<file path="config.mk">
export PLATFORM = sky130hd
export DESIGN_NAME = icb_sa_arbiter
export DESIGN_NICKNAME = d
export VERILOG_FILES = /design/src/rtl/icb_sa_pkg.sv /design/src/rtl/icb_id_fifo.sv /design/src/rtl/icb_sa_arbiter.sv
export SDC_FILE = /design/constraint.sdc
export NUM_CORES = 1
export LEC_CHECK = 0
export CAP_MARGIN = 20
export CORE_AREA = 2 2 115 117
export DETAILED_ROUTE_END_ITERATION = 16
export DIE_AREA = 0 0 117 119
export SYNTH_ARGS = -nofsm -noshare
export SYNTH_HDL_FRONTEND = slang
export SYNTH_HIERARCHICAL = 1
export SYNTH_SLANG_ARGS = --single-unit
</file>
<file path="constraint.sdc">
create_clock -name clk -period 5.4 [get_ports clk]
set_input_delay 1.35 -clock clk [delete_from_list [all_inputs] [get_ports clk]]
set_output_delay 1.35 -clock clk [all_outputs]
set_load 0.01 [all_outputs]
</file>
<file path="src/rtl/icb_sa_pkg.sv">
// Shared types and helpers for the ICB slave-port arbiter.
// Holds the FSM state enum and the round-robin pick function used by the top.
package icb_sa_pkg;

    localparam int unsigned NUM_M_DEF = 2;
    localparam int unsigned WIDTH_DEF = 32;
    localparam int unsigned DW        = WIDTH_DEF / 8;
    localparam int unsigned ID_W      = $clog2(NUM_M_DEF);
    localparam int unsigned MAX_M     = 8;

    typedef enum logic {
        IDLE  = 1'b0,
        BURST = 1'b1
    } arb_state_e;

    // First requester at or after ptr, wrapping modulo n; returns 0 when none request.
    function automatic logic [2:0] rr_pick(input logic [MAX_M-1:0] req,
                                           input logic [2:0]       ptr,
                                           input int unsigned      n);
        logic [2:0]  pick;
        logic        found;
        int unsigned idx;
        pick  = '0;
        found = 1'b0;
        for (int unsigned k = 0; k < MAX_M; k++) begin
            idx = (32'(ptr) + k) % n;
            if (!found && (k < n) && req[idx[2:0]]) begin
                found = 1'b1;
                pick  = idx[2:0];
            end
        end
        return pick;
    endfunction

endpackage

</file>
<file path="src/rtl/icb_id_fifo.sv">
// In-flight ID FIFO: records which master issued each outstanding beat so
// responses can be routed back in order.
module icb_id_fifo #(
    parameter int unsigned DEPTH = 4,
    parameter int unsigned W     = 1
) (
    input  logic         clk,
    input  logic         rst,
    input  logic         push_i,
    input  logic         pop_i,
    input  logic [W-1:0] din_i,
    output logic [W-1:0] dout_o,
    output logic         full_o,
    output logic         empty_o
);

    localparam int unsigned AW = (DEPTH > 1) ? $clog2(DEPTH) : 1;
    localparam int unsigned CW = $clog2(DEPTH) + 1;

    logic [W-1:0]  mem_q [DEPTH];
    logic [AW-1:0] wr_ptr_q, rd_ptr_q;
    logic [CW-1:0] count_q;
    logic          do_push, do_pop;

    assign full_o  = (count_q == CW'(DEPTH));
    assign empty_o = (count_q == '0);
    assign do_push = push_i && !full_o;
    assign do_pop  = pop_i && !empty_o;
    assign dout_o  = mem_q[rd_ptr_q];

    // Storage carries no reset; only the pointers and count define validity.
    always_ff @(posedge clk) begin
        if (do_push) begin
            mem_q[wr_ptr_q] <= din_i;
        end
    end

    always_ff @(posedge clk or posedge rst) begin
        if (rst) begin
            wr_ptr_q <= '0;
            rd_ptr_q <= '0;
            count_q  <= '0;
        end else begin
            if (do_push) begin
                wr_ptr_q <= wr_ptr_q + 1'b1;
            end
            if (do_pop) begin
                rd_ptr_q <= rd_ptr_q + 1'b1;
            end
            case ({do_push, do_pop})
                2'b10:   count_q <= count_q + 1'b1;
                2'b01:   count_q <= count_q - 1'b1;
                default: count_q <= count_q;
            endcase
        end
    end

endmodule

</file>
<file path="src/rtl/icb_sa_arbiter.sv">
// Burst-granular round-robin arbiter sharing one ICB slave port between
// NUM_M masters, with in-order response routing through an ID FIFO.
module icb_sa_arbiter
    import icb_sa_pkg::*;
#(
    parameter int unsigned NUM_M     = 2,
    parameter int unsigned WIDTH     = 32,
    parameter int unsigned ADDR_W    = 32,
    parameter int unsigned ICB_LEN_W = 3,
    parameter int unsigned OUTS      = 4
) (
    input  logic                          clk,
    input  logic                          rst,
    input  logic [NUM_M-1:0]              m_cmd_valid_i,
    output logic [NUM_M-1:0]              m_cmd_ready_o,
    input  logic [NUM_M*ADDR_W-1:0]       m_cmd_addr_i,
    input  logic [NUM_M-1:0]              m_cmd_read_i,
    input  logic [NUM_M*WIDTH-1:0]        m_cmd_wdata_i,
    input  logic [NUM_M*(WIDTH/8)-1:0]    m_cmd_wmask_i,
    input  logic [NUM_M*ICB_LEN_W-1:0]    m_cmd_len_i,
    output logic [NUM_M-1:0]              m_rsp_valid_o,
    input  logic [NUM_M-1:0]              m_rsp_ready_i,
    output logic [WIDTH-1:0]              m_rsp_rdata_o,
    output logic                          m_rsp_err_o,
    output logic                          s_cmd_valid_o,
    input  logic                          s_cmd_ready_i,
    output logic [ADDR_W-1:0]             s_cmd_addr_o,
    output logic                          s_cmd_read_o,
    output logic [WIDTH-1:0]              s_cmd_wdata_o,
    output logic [(WIDTH/8)-1:0]          s_cmd_wmask_o,
    output logic [ICB_LEN_W-1:0]          s_cmd_len_o,
    input  logic                          s_rsp_valid_i,
    output logic                          s_rsp_ready_o,
    input  logic [WIDTH-1:0]              s_rsp_rdata_i,
    input  logic                          s_rsp_err_i
);

    localparam int unsigned DWL = WIDTH / 8;
    localparam int unsigned GW  = (NUM_M > 1) ? $clog2(NUM_M) : 1;

    arb_state_e           state_q;
    logic [GW-1:0]        grant_q, rr_ptr_q;
    logic [ICB_LEN_W-1:0] len_q, beat_cnt_q;

    logic [MAX_M-1:0]     req_ext;
    logic [2:0]           pick;
    logic [GW-1:0]        gnt, gnt_nxt, head;
    int unsigned          gi;
    logic [ICB_LEN_W-1:0] cur_len;
    logic                 cmd_fire, rsp_fire;
    logic                 fifo_full, fifo_empty;

    // Grant is combinational in IDLE and locked to the burst owner in BURST.
    always_comb begin
        req_ext              = '0;
        req_ext[NUM_M-1:0]   = m_cmd_valid_i;
        pick                 = rr_pick(req_ext, 3'(rr_ptr_q), NUM_M);
        gnt                  = (state_q == BURST) ? grant_q : pick[GW-1:0];
        gnt_nxt              = (gnt == GW'(NUM_M - 1)) ? '0 : gnt + 1'b1;
        gi                   = 32'(gnt);
        cur_len              = m_cmd_len_i[gi*ICB_LEN_W +: ICB_LEN_W];
    end

    always_comb begin
        s_cmd_addr_o              = m_cmd_addr_i[gi*ADDR_W +: ADDR_W];
        s_cmd_read_o              = m_cmd_read_i[gi];
        s_cmd_wdata_o             = m_cmd_wdata_i[gi*WIDTH +: WIDTH];
        s_cmd_wmask_o             = m_cmd_wmask_i[gi*DWL +: DWL];
        s_cmd_len_o               = cur_len;
        s_cmd_valid_o             = !rst && m_cmd_valid_i[gi] && !fifo_full;
        m_cmd_ready_o             = '0;
        m_cmd_ready_o[gi]         = !rst && s_cmd_ready_i && !fifo_full;
        cmd_fire                  = s_cmd_valid_o && s_cmd_ready_i;
    end

    // Responses go only to the master at the FIFO head; an empty FIFO refuses the slave.
    always_comb begin
        m_rsp_valid_o             = '0;
        m_rsp_valid_o[head]       = !rst && s_rsp_valid_i && !fifo_empty;
        s_rsp_ready_o             = !rst && m_rsp_ready_i[head] && !fifo_empty;
        rsp_fire                  = s_rsp_valid_i && s_rsp_ready_o;
        m_rsp_rdata_o             = s_rsp_rdata_i;
        m_rsp_err_o               = s_rsp_err_i;
    end

    always_ff @(posedge clk or posedge rst) begin
        if (rst) begin
            state_q    <= IDLE;
            grant_q    <= '0;
            len_q      <= '0;
            beat_cnt_q <= '0;
            rr_ptr_q   <= '0;
        end else begin
            case (state_q)
                IDLE: begin
                    if (cmd_fire) begin
                        grant_q <= gnt;
                        len_q   <= cur_len;
                        if (cur_len == '0) begin
                            rr_ptr_q <= gnt_nxt;
                        end else begin
                            state_q    <= BURST;
                            beat_cnt_q <= ICB_LEN_W'(1);
                        end
                    end
                end
                BURST: begin
                    if (cmd_fire) begin
                        if (beat_cnt_q == len_q) begin
                            state_q    <= IDLE;
                            rr_ptr_q   <= gnt_nxt;
                            beat_cnt_q <= '0;
                        end else begin
                            beat_cnt_q <= beat_cnt_q + 1'b1;
                        end
                    end
                end
                default: state_q <= IDLE;
            endcase
        end
    end

    icb_id_fifo #(
        .DEPTH (OUTS),
        .W     (GW)
    ) u_id_fifo (
        .clk     (clk),
        .rst     (rst),
        .push_i  (cmd_fire),
        .pop_i   (rsp_fire),
        .din_i   (gnt),
        .dout_o  (head),
        .full_o  (fifo_full),
        .empty_o (fifo_empty)
    );

    // A slave response with nothing outstanding is a protocol violation.
    always_ff @(posedge clk) begin
        if (!rst) begin
            assert (!(s_rsp_valid_i && fifo_empty));
        end
    end

endmodule
</file>
After elaboration in Yosys (flattened, before gate mapping) --
Memory sizes are Yosys's and may differ from the RTL's. Index checks and enable logic that the tools add are counted.
Storage, ports and cells: memories 1, logic and storage cells 101, bits in registers 16, output and inout bits 111, input port bits 185, bits in writable memories 4
Memory list:
- u_id_fifo.mem_q | words 4, bits a word 1, read ports 1, clocked after Yosys merged registers in 0, write ports 1, line icb_id_fifo.sv:20 | logic [W-1:0] mem_q [DEPTH];
Operators by class: shift operators 4, multipliers 1, $add $sub $neg 7, bitwise gates (word level) 3, $lt $le $gt $ge 6, mux-type cells 37, reductions and logical operators 25, equality and inequality tests 9
Operators with widths (count):
- $shiftx A64 B7 Y32 | 2
- $mux W1 | 27
- $logic_and A1 B1 Y1 | 15
- $mux W3 | 4
- $pmux W3 S2 | 2
- $lt A1 B4 Y1 const B | 2
- $shiftx A8 B4 Y4 | 1
- $add A3 B1 Y3 const B | 2
- $logic_not A3 Y1 | 2
- $ne A2 B1 Y1 const B | 3
- $shiftx A6 B4 Y3 | 1
- $add A2 B1 Y2 const B | 2
- $and A2 B2 Y2 | 2
- $logic_not A1 Y1 | 4
- $lt A1 B2 Y1 const B | 2
- $ne A2 B2 Y1 const B | 2
- $pmux W1 S2 | 2
- $reduce_and A4 Y1 | 1
- $eq A3 B3 Y1 | 1
- $eq A3 B3 Y1 const B | 1
- $mul A1 B2 Y3 const B | 1
- $reduce_and A3 Y1 | 1
- $sub A3 B1 Y3 const B | 1
- $add A1 B1 Y1 const B | 2
- 7 further kinds | 9

Longest topological paths before layout --
word-level depth 15, mapped depth 11, gate-level depth less buffers 11

Cells and area by module --
The synthesis kept the hierarchy.
By module, submodules not included:
- icb_sa_arbiter | cells an instance 181, seq. area each 225.2 um^2, area each 1790.5 um^2, instances 1
- icb_id_fifo | cells an instance 43, seq. area each 295.3 um^2, area each 586.8 um^2, instances 1

Worst setup path after synthesis --
OpenSTA, ideal clock, no wires.
path type input to output, start input m_cmd_valid_i[1], end output s_cmd_addr_o[29], slack 1487 ps, cell stages on the path 5, data required time 4050 ps, data arrival time 2563 ps, path buffers 2, path through inv_1 o31ai_4 buf_2 buf_4 mux2_2
Between the ends: cells in the longest elaborated chain, start to end 8, elaborated cells on any way between the ends 11, those cells by class 1 x shift; 8 x mux; 2 x reduce/logical
Ends and longest elaborated chain:
- from (decl) | line icb_sa_arbiter.sv:14 | input logic [NUM_M-1:0] m_cmd_valid_i,
- $mux W1 (not written as such) (2 in series) | line icb_sa_pkg.sv:27 | if (!found && (k < n) && req[idx[2:0]]) begin
- $mux W1 | line icb_sa_pkg.sv:27
- $logic_not A1 Y1 | line icb_sa_pkg.sv:27
- $logic_and A1 B1 Y1 | line icb_sa_pkg.sv:27
- $mux W1 (*) | line icb_sa_pkg.sv:27
- $mux W1 (*) | line icb_sa_arbiter.sv:58 | gnt = (state_q == BURST) ? grant_q : pick[GW-1:0];
- named net gnt | line icb_sa_arbiter.sv:47 | logic [GW-1:0] gnt, gnt_nxt, head;
- $shiftx A64 B7 Y32 (*) | line icb_sa_arbiter.sv:65 | s_cmd_addr_o = m_cmd_addr_i[gi*ADDR_W +: ADDR_W];
- to (decl) | line icb_sa_arbiter.sv:27 | output logic [ADDR_W-1:0] s_cmd_addr_o,
The timed path passes the listed nets; every way through them passes the cells marked *. The select of a mux whose other input is x is not followed.

Worst setup path in the final report --
start input m_cmd_valid_i[1], end output s_cmd_addr_o[15]
Between the ends: cells in the longest elaborated chain, start to end 8, elaborated cells on any way between the ends 11, those cells by class 1 x shift; 8 x mux; 2 x reduce/logical
Ends and longest elaborated chain (line):
- $mux W1 (not written as such) (2 in series) | icb_sa_pkg.sv:27
- $mux W1 | icb_sa_pkg.sv:27
- $logic_not A1 Y1 | icb_sa_pkg.sv:27
- $logic_and A1 B1 Y1 | icb_sa_pkg.sv:27
- $mux W1 (*) | icb_sa_pkg.sv:27
- $mux W1 (*) | icb_sa_arbiter.sv:58
- $shiftx A64 B7 Y32 (*) | icb_sa_arbiter.sv:65
Mark *: on every way between the ends. The rest lies on a longest branch, timed or not. The select of a mux whose other input is x is not followed.

==> results.md <==
- For the worst setup path, the data arrival time is between 3 and 4 ns.
- Among all flip-flop cells after synthesis, the most frequent one is sky130_fd_sc_hd__dfrtp_1.
- The setup total negative slack is 0 ns.
- The number of placement rows is 42.
- The number of antenna-violating nets in the routed design is 0.
- The peak-usage layer in the global routing report is met2.
- The final layout net count is 610.
- TritonCTS built the clock tree.
- The clock passes through at most 2 buffers.
- Dividing the detail-routed wire length by the instance count gives 17.2 um.
- The startpoint class of the critical path is a primary input.
- The number of hold buffers added after CTS was 0.
- Once routing completed, OpenROAD measured the worst setup slack at 0.438 ns.
- Once placement finished, the instance area stood at approximately 4600 um2.
- In this run the tightest slew margin relative to its limit is about 64%.
- IR analysis of the VDD net gives a maximum drop of roughly 0.00016 V.
- The launching point of the worst reg2reg path is u_id_fifo/rd_ptr_q[0].
- The clock tree root driver cell is sky130_fd_sc_hd__clkbuf_16.
- Cells with a size suffix above 1 make up around a quarter of the layout.
- The flow ran to the end, and the final reports show no timing, DRC or antenna violations.
- The HPWL reported at the end of detailed placement is a little under 9 mm.
- The clock-pin slew of the registers on the worst-case setup and hold paths is 0.06 ns.
- Of the total synthesized cell area, the portion taken by full adders, half adders and majority gates is 4.00%.
- The count of input and output buffers is ~230.
- Counting both buffers and inverters, the worst setup path holds a total of 4.
- At the end of routability-driven placement, the weighted congestion stood at about 0.82.
- The capture endpoint of the worst hold path is u_id_fifo/rd_ptr_q[1].
- The clock skew is 0.00587 ns.
- The first global-routing pass estimated ~14 mm of wire.
- The total core area is 12900 um2.
- The total congestion overflow after global routing is 0.
- The cell area that synthesis handed to floorplanning was roughly 2400 um2.
- The initial antenna violation count is 0.
- The proportion of synthesized chip area in sequential cells is around 22%.
- The total power is around 0.0017 W.
- The category of the critical setup timing path is in -> out.
- In the routed layout, each cell is associated on average with a via count of 4.09.
- In this run the power density over the cells is 365 nW/um2.
- The setup-violating endpoint count in the final report is 0.
- In this run the register-to-register setup slack is between 2 and 3 ns.
- The number of antenna repair diodes is 0.
- After clock tree synthesis, the setup repair step added 0 buffers.
- The delay of the slowest cell on the worst path is 0.57 ns.
- The worst hold path belongs to the class reg -> reg.
- The cell depth of the worst hold path is 1.
- The number of DRC violations after detailed routing is 0.
- The effective utilization at floorplan is ~18%.
- The H-tree level count is 1.
- The endpoint identified for the worst register-to-register timing path is u_id_fifo/count_q[2].
- The overall fraction of global-route tracks in use is a little over an eighth.
- The pre-CTS setup slack is between 0.4 and 0.5 ns.
- The width of the chip is 117 um.
- The maximum operating frequency is around 0.20 GHz.
- Of the total synthesized cell area, the portion taken by XOR and XNOR cells is under 10%.
- Among cell families on the critical path, the largest total delay comes from buffers and inverters.
- The launch instance of the worst min-delay path is u_id_fifo/rd_ptr_q[1].
- The library cell used most frequently in the layout, excluding fill and tap cells, is sky130_fd_sc_hd__clkdlybuf4s50_1.
- Synthesis produced a netlist with a net count of 416.
- Entering global routing, the biggest net connects 59 pins.
- The post-synthesis compound-gate area fraction is under 10%.
- The main combinational cell family by area after synthesis is multiplexers.
- On the critical path, the stage with the largest delay is an instance of sky130_fd_sc_hd__clkdlybuf4s50_1.
- The TritonCTS sink count is 20.
- Setup repair after global routing left no endpoint under its margin.
- The fraction of the cycle the final worst path needs is around nine tenths.
- Of all nets on the critical path, the largest fanout is 58.
- The pin slew with the least headroom to its limit is around 0.54 ns.
- The number of global-route vias before repair is between 2k and 3k.
- During synthesis, Yosys emitted a total of 6 warnings.
- The most frequent cell on the critical path is sky130_fd_sc_hd__clkdlybuf4s50_1.
- The total count of max-transition violations in the final report was 0.
- Measured against the total synthesized area, the mux share comes to about two fifths.
- The first detailed-routing pass took 4 iterations.
- The core utilization of the finished layout is between 30 and 40%.
- Max-cap violations in this run came to 0.
- The global-route track usage on met3 is under 10%.
- In this run the static leakage power is ~1.8 nW.
- Summing all non-filler instances in the final layout gives an area of roughly 4700 um2.
- The instance count of the mapped netlist is ~220.
- Counting cells, the worst reg-to-reg path comes to 11.
- For this block, the via count after detailed routing is ~2.4k.
- The worst setup path is captured at an output pin.
- The data required time at the worst endpoint is around 4.1 ns.
- The number of synthesized register bits is 20.
- In the layout the commonest cells are sky130_fd_sc_hd__clkdlybuf4s50_1 (229), sky130_fd_sc_hd__mux2_2 (72), sky130_fd_sc_hd__dfrtp_1 (16).
- The number of cells upsized or downsized after cts is 0.
- The number of DRC violations after detailed-routing iteration 0 is 50.
- The final hold violation count is 0.
- Yosys mapped the design onto 44 distinct sky130hd cell types.
- The met2 track utilization from global routing is 24.4%.
- Clock latency on the worst-skew pair, taken at its later pin, is 0.25 ns.
- From synthesis to final layout, the design area changed by 98.1%.
- The floorplan step defined a die boundary enclosing approximately 14000 um2.
- After filler insertion, the fill cell instance count of the layout stands at 1324.
- The synthesized area divided by synthesized cell count is roughly 11 um2.
- a little under 300 I/O pins were placed.
- The fraction of synthesis flops using an asynchronous set or reset pin is around 80%.
- The number of clock buffers added by TritonCTS is 3.
- The critical path goes through clkdlybuf4s50_1, inv_1, o31ai_4, buf_12, mux2_2, clkdlybuf4s50_1.
- The fraction of the mapped netlist area in simple logic gates is between 8 and 9%.
- Wires add up to around 10 mm.
- Global routing consumed, on the met1 layer, between 10% and 20% of the routing resources.
- The final critical delay including setup and external delays is just under 5 ns.
- The die outline height is between 100 and 150 um.
- The count of flip-flops with a built-in enable after synthesis is 4.
flip-flops by register name, indices dropped and copies added (netlist names):
register and flops:
beat_cnt_q 3, grant_q 1, len_q 3, rr_ptr_q 1, state_q 1, u_id_fifo/count_q 3
u_id_fifo/mem_q 4, u_id_fifo/rd_ptr_q 2, u_id_fifo/wr_ptr_q 2
cell families after synthesis:
kind of cell,after synthesis
AO/OA/AOI/OAI,18
buffers and inverters,56
multiplexers,82
flip-flops,20
AND/OR/NAND/NOR,32
XOR/XNOR,9
adder cells (fa/ha/maj),7
per-layer routing:
layer	routed length [um]	share of wire, %
met5	0	0
met4	109	1.1
met2	5020	49
met1	3900	38
met3	1150	11
cells in the mapped netlist, types with 2 or more instances:
library cell | number | area share, %
sky130_fd_sc_hd__a21oi_1 | 5 | 1.1
sky130_fd_sc_hd__and2_1 | 3 | 0.79
sky130_fd_sc_hd__and2_2 | 2 | 0.63
sky130_fd_sc_hd__buf_4 | 40 | 13
sky130_fd_sc_hd__dfrtp_1 | 16 | 17
sky130_fd_sc_hd__edfxtp_1 | 4 | 5.1
sky130_fd_sc_hd__ha_1 | 6 | 3.2
sky130_fd_sc_hd__inv_1 | 13 | 2.1
sky130_fd_sc_hd__mux2_2 | 72 | 34
sky130_fd_sc_hd__mux2_4 | 5 | 3.2
sky130_fd_sc_hd__mux2i_1 | 4 | 1.7
sky130_fd_sc_hd__nand2_1 | 5 | 0.79
sky130_fd_sc_hd__nor2_1 | 6 | 0.95
sky130_fd_sc_hd__nor3_1 | 5 | 1.1
sky130_fd_sc_hd__o21ai_0 | 2 | 0.42
sky130_fd_sc_hd__xnor2_1 | 6 | 2.2
sky130_fd_sc_hd__xor2_1 | 3 | 1.1
how the worst max path moves through the flow:
| stage | slack (ns) | cells after the start | endpoint | startpoint |
|---|---|---|---|---|
| after floorplan | 1.49 | 5 | s_cmd_addr_o[29] | m_cmd_valid_i[1] |
| after global placement | 0.41 | 6 | s_cmd_addr_o[15] | m_cmd_valid_i[1] |
| after detailed placement | 0.40 | 6 | s_cmd_addr_o[15] | m_cmd_valid_i[1] |
| after CTS | 0.39 | 6 | s_cmd_addr_o[15] | m_cmd_valid_i[1] |
| after global routing | 0.32 | 6 | s_cmd_addr_o[15] | m_cmd_valid_i[1] |
| final | 0.44 | 6 | s_cmd_addr_o[15] | m_cmd_valid_i[1] |
area by class of cell:
cell class / count / area (um2) / share of cell area [%]
Timing Repair Buffer: 232 / 2330 / 49.4
Multi-Input combinational cell: 148 / 1490 / 31.6
Sequential cell: 20 / 520 / 11.1
Tap cell: 176 / 220 / 4.68
Clock buffer: 3 / 75.1 / 1.59
Inverter: 13 / 48.8 / 1.04
Clock inverter: 1 / 30.0 / 0.638
per-stage QoR:
stage          std cells  hold slack [ns]
2_1_floorplan        224            0.453
6_report             593            0.485
3_3_place_gp         589            0.477
3_5_place_dp         589            0.479
4_1_cts              593            0.491
5_1_grt              593            0.504
report_power, final:
group,internal [W],switching [W],total (W)
Combinational,0.000742,0.000491,0.00123
Clock,0.000147,0.0000558,0.000203
Sequential,0.000217,0.0000661,0.000283
Power figures use the tool's default switching activity.
==> RTL change, RTL diff (config.mk and constraints unchanged) <==
Change the parameter `ADDR_W` from 32 to 24.
--- a/src/rtl/icb_sa_arbiter.sv
+++ b/src/rtl/icb_sa_arbiter.sv
@@ -7,3 +7,3 @@
     parameter int unsigned WIDTH     = 32,
-    parameter int unsigned ADDR_W    = 32,
+    parameter int unsigned ADDR_W    = 24,
     parameter int unsigned ICB_LEN_W = 3,
Interface: changed (resized m_cmd_addr_i and s_cmd_addr_o); port bits go from 296 to 272. No check against the original RTL was run, so the function may have changed too.
==> RTL change against the unedited design <==
Fmax grew 3.0%. Worst setup slack improved by 0.14 ns. Wire length is 3.7% higher. Sequential cell count unchanged. Final area decreased by 4.2%. Highest routed layer unchanged. First-iteration DRC count increased by 40%. Largest power group unchanged. Critical endpoint is now s_cmd_len_o[2]. Area after synthesis increased by 4.2%. Critical path type unchanged. Power is 13% higher. Combinational power grew 17%. Global-route usage is 0.77 points higher. Critical path depth unchanged.
==> RTL change: results (changes against the unedited design) <==
drt:
  wl_per_cell_um: 18.9  # +9.8%
  wl_met2_mm: 4.49  # -11%
  vias: 2224  # -8.4%
  vias_per_cell: 3.97  # -3.0%
  met1_length_mm: 3.45  # -12%
grt:
  track_usage: 0.142  # +0.00765
  grt_max_degree: 50  # -15%
  grt_pass1_vias: 2302  # -10%
synth:
  synth_cell_types: 45  # +2.3%
  syn_nets: 390  # -6.3%
  yosysMostFrequentCell: "mux2_4"
  post_synth.cell_area_avg_sq_um: 11.6  # +9.1%
pwr:
  sequentialPower_uw: 292  # +3%
  peakVddDrop_mv: 0.249  # +54%
  p_switching_uw: 683  # +11%
  p_leak_uw: 0.00186  # +2.9%
placed_design:
  io_buffers: 205  # -10%
  dpl-instance-area_sq_um: 4410  # -4.3%
  dp_cells: 556  # -5.6%
  dpl.hpwl_mm: 9.39  # +6.9%
  gp_congestion: 0.864  # +5.8%
finish:
  nets: 561  # -8.0%
  final_core_util: 0.350  # -0.0154
  fill_cells: 1315  # -0.68%
  layout-drive-gt1-share: 0.221  # -0.0137
timing:
  holdWs_ns: 0.490  # +0.00549 ns
  fmax_mhz: 207  # +3.0%
  fin_worst_skew_ns: 0.00502  # -0.000843 ns
  worstMarginPinSlew_ns: 0.409  # -0.126 ns
worst_setup_path:
  crit_end: "s_cmd_len_o[2]"
  rrSetupSlack_ns: 2.66  # +0.05 ns
  crit_arrival_ns: 3.47  # -0.14 ns
  critPathMaxFanout: 23  # -60%
run_status:
  outcome: "finished clean"
## RTL change: cell types whose count changed in the layout (fill, tap and decap cells not counted), moves of 2 or more
cell / change
inv_1: -2
mux2_2: -52
clkdlybuf4s50_1: -24
mux2_4: +42
## RTL change: cell families (layout without fill, tap and decap cells)
kind of cell    Yosys count  count (layout)  share of synthesized area
simple gates             35              35                     0.0879
xor+xnor                  9               9                     0.0318
compound gates           17              17                     0.0561
buf+inv                  52             222                      0.166
flops                    20              20                      0.210
fa+ha+maj                 7               7                     0.0384
mux                      74              74                      0.410
## RTL change: area by class of cell
type,count,area share
clock buffers,3,0.0166
repair buffers,207,0.461
flip-flops and latches,20,0.115
multi-input cells,142,0.342
clock inverters,1,0.00666
inverters,11,0.00915
well taps,176,0.0488
## RTL change: layer usage
| layer | up-vias | track usage |
|---|---|---|
| li1 | 1063 | - |
| met1 | 1022 | 0.136 |
| met2 | 128 | 0.220 |
| met3 | 11 | 0.147 |
| met4 | 0 | 0.0154 |
| met5 | - | 0 |
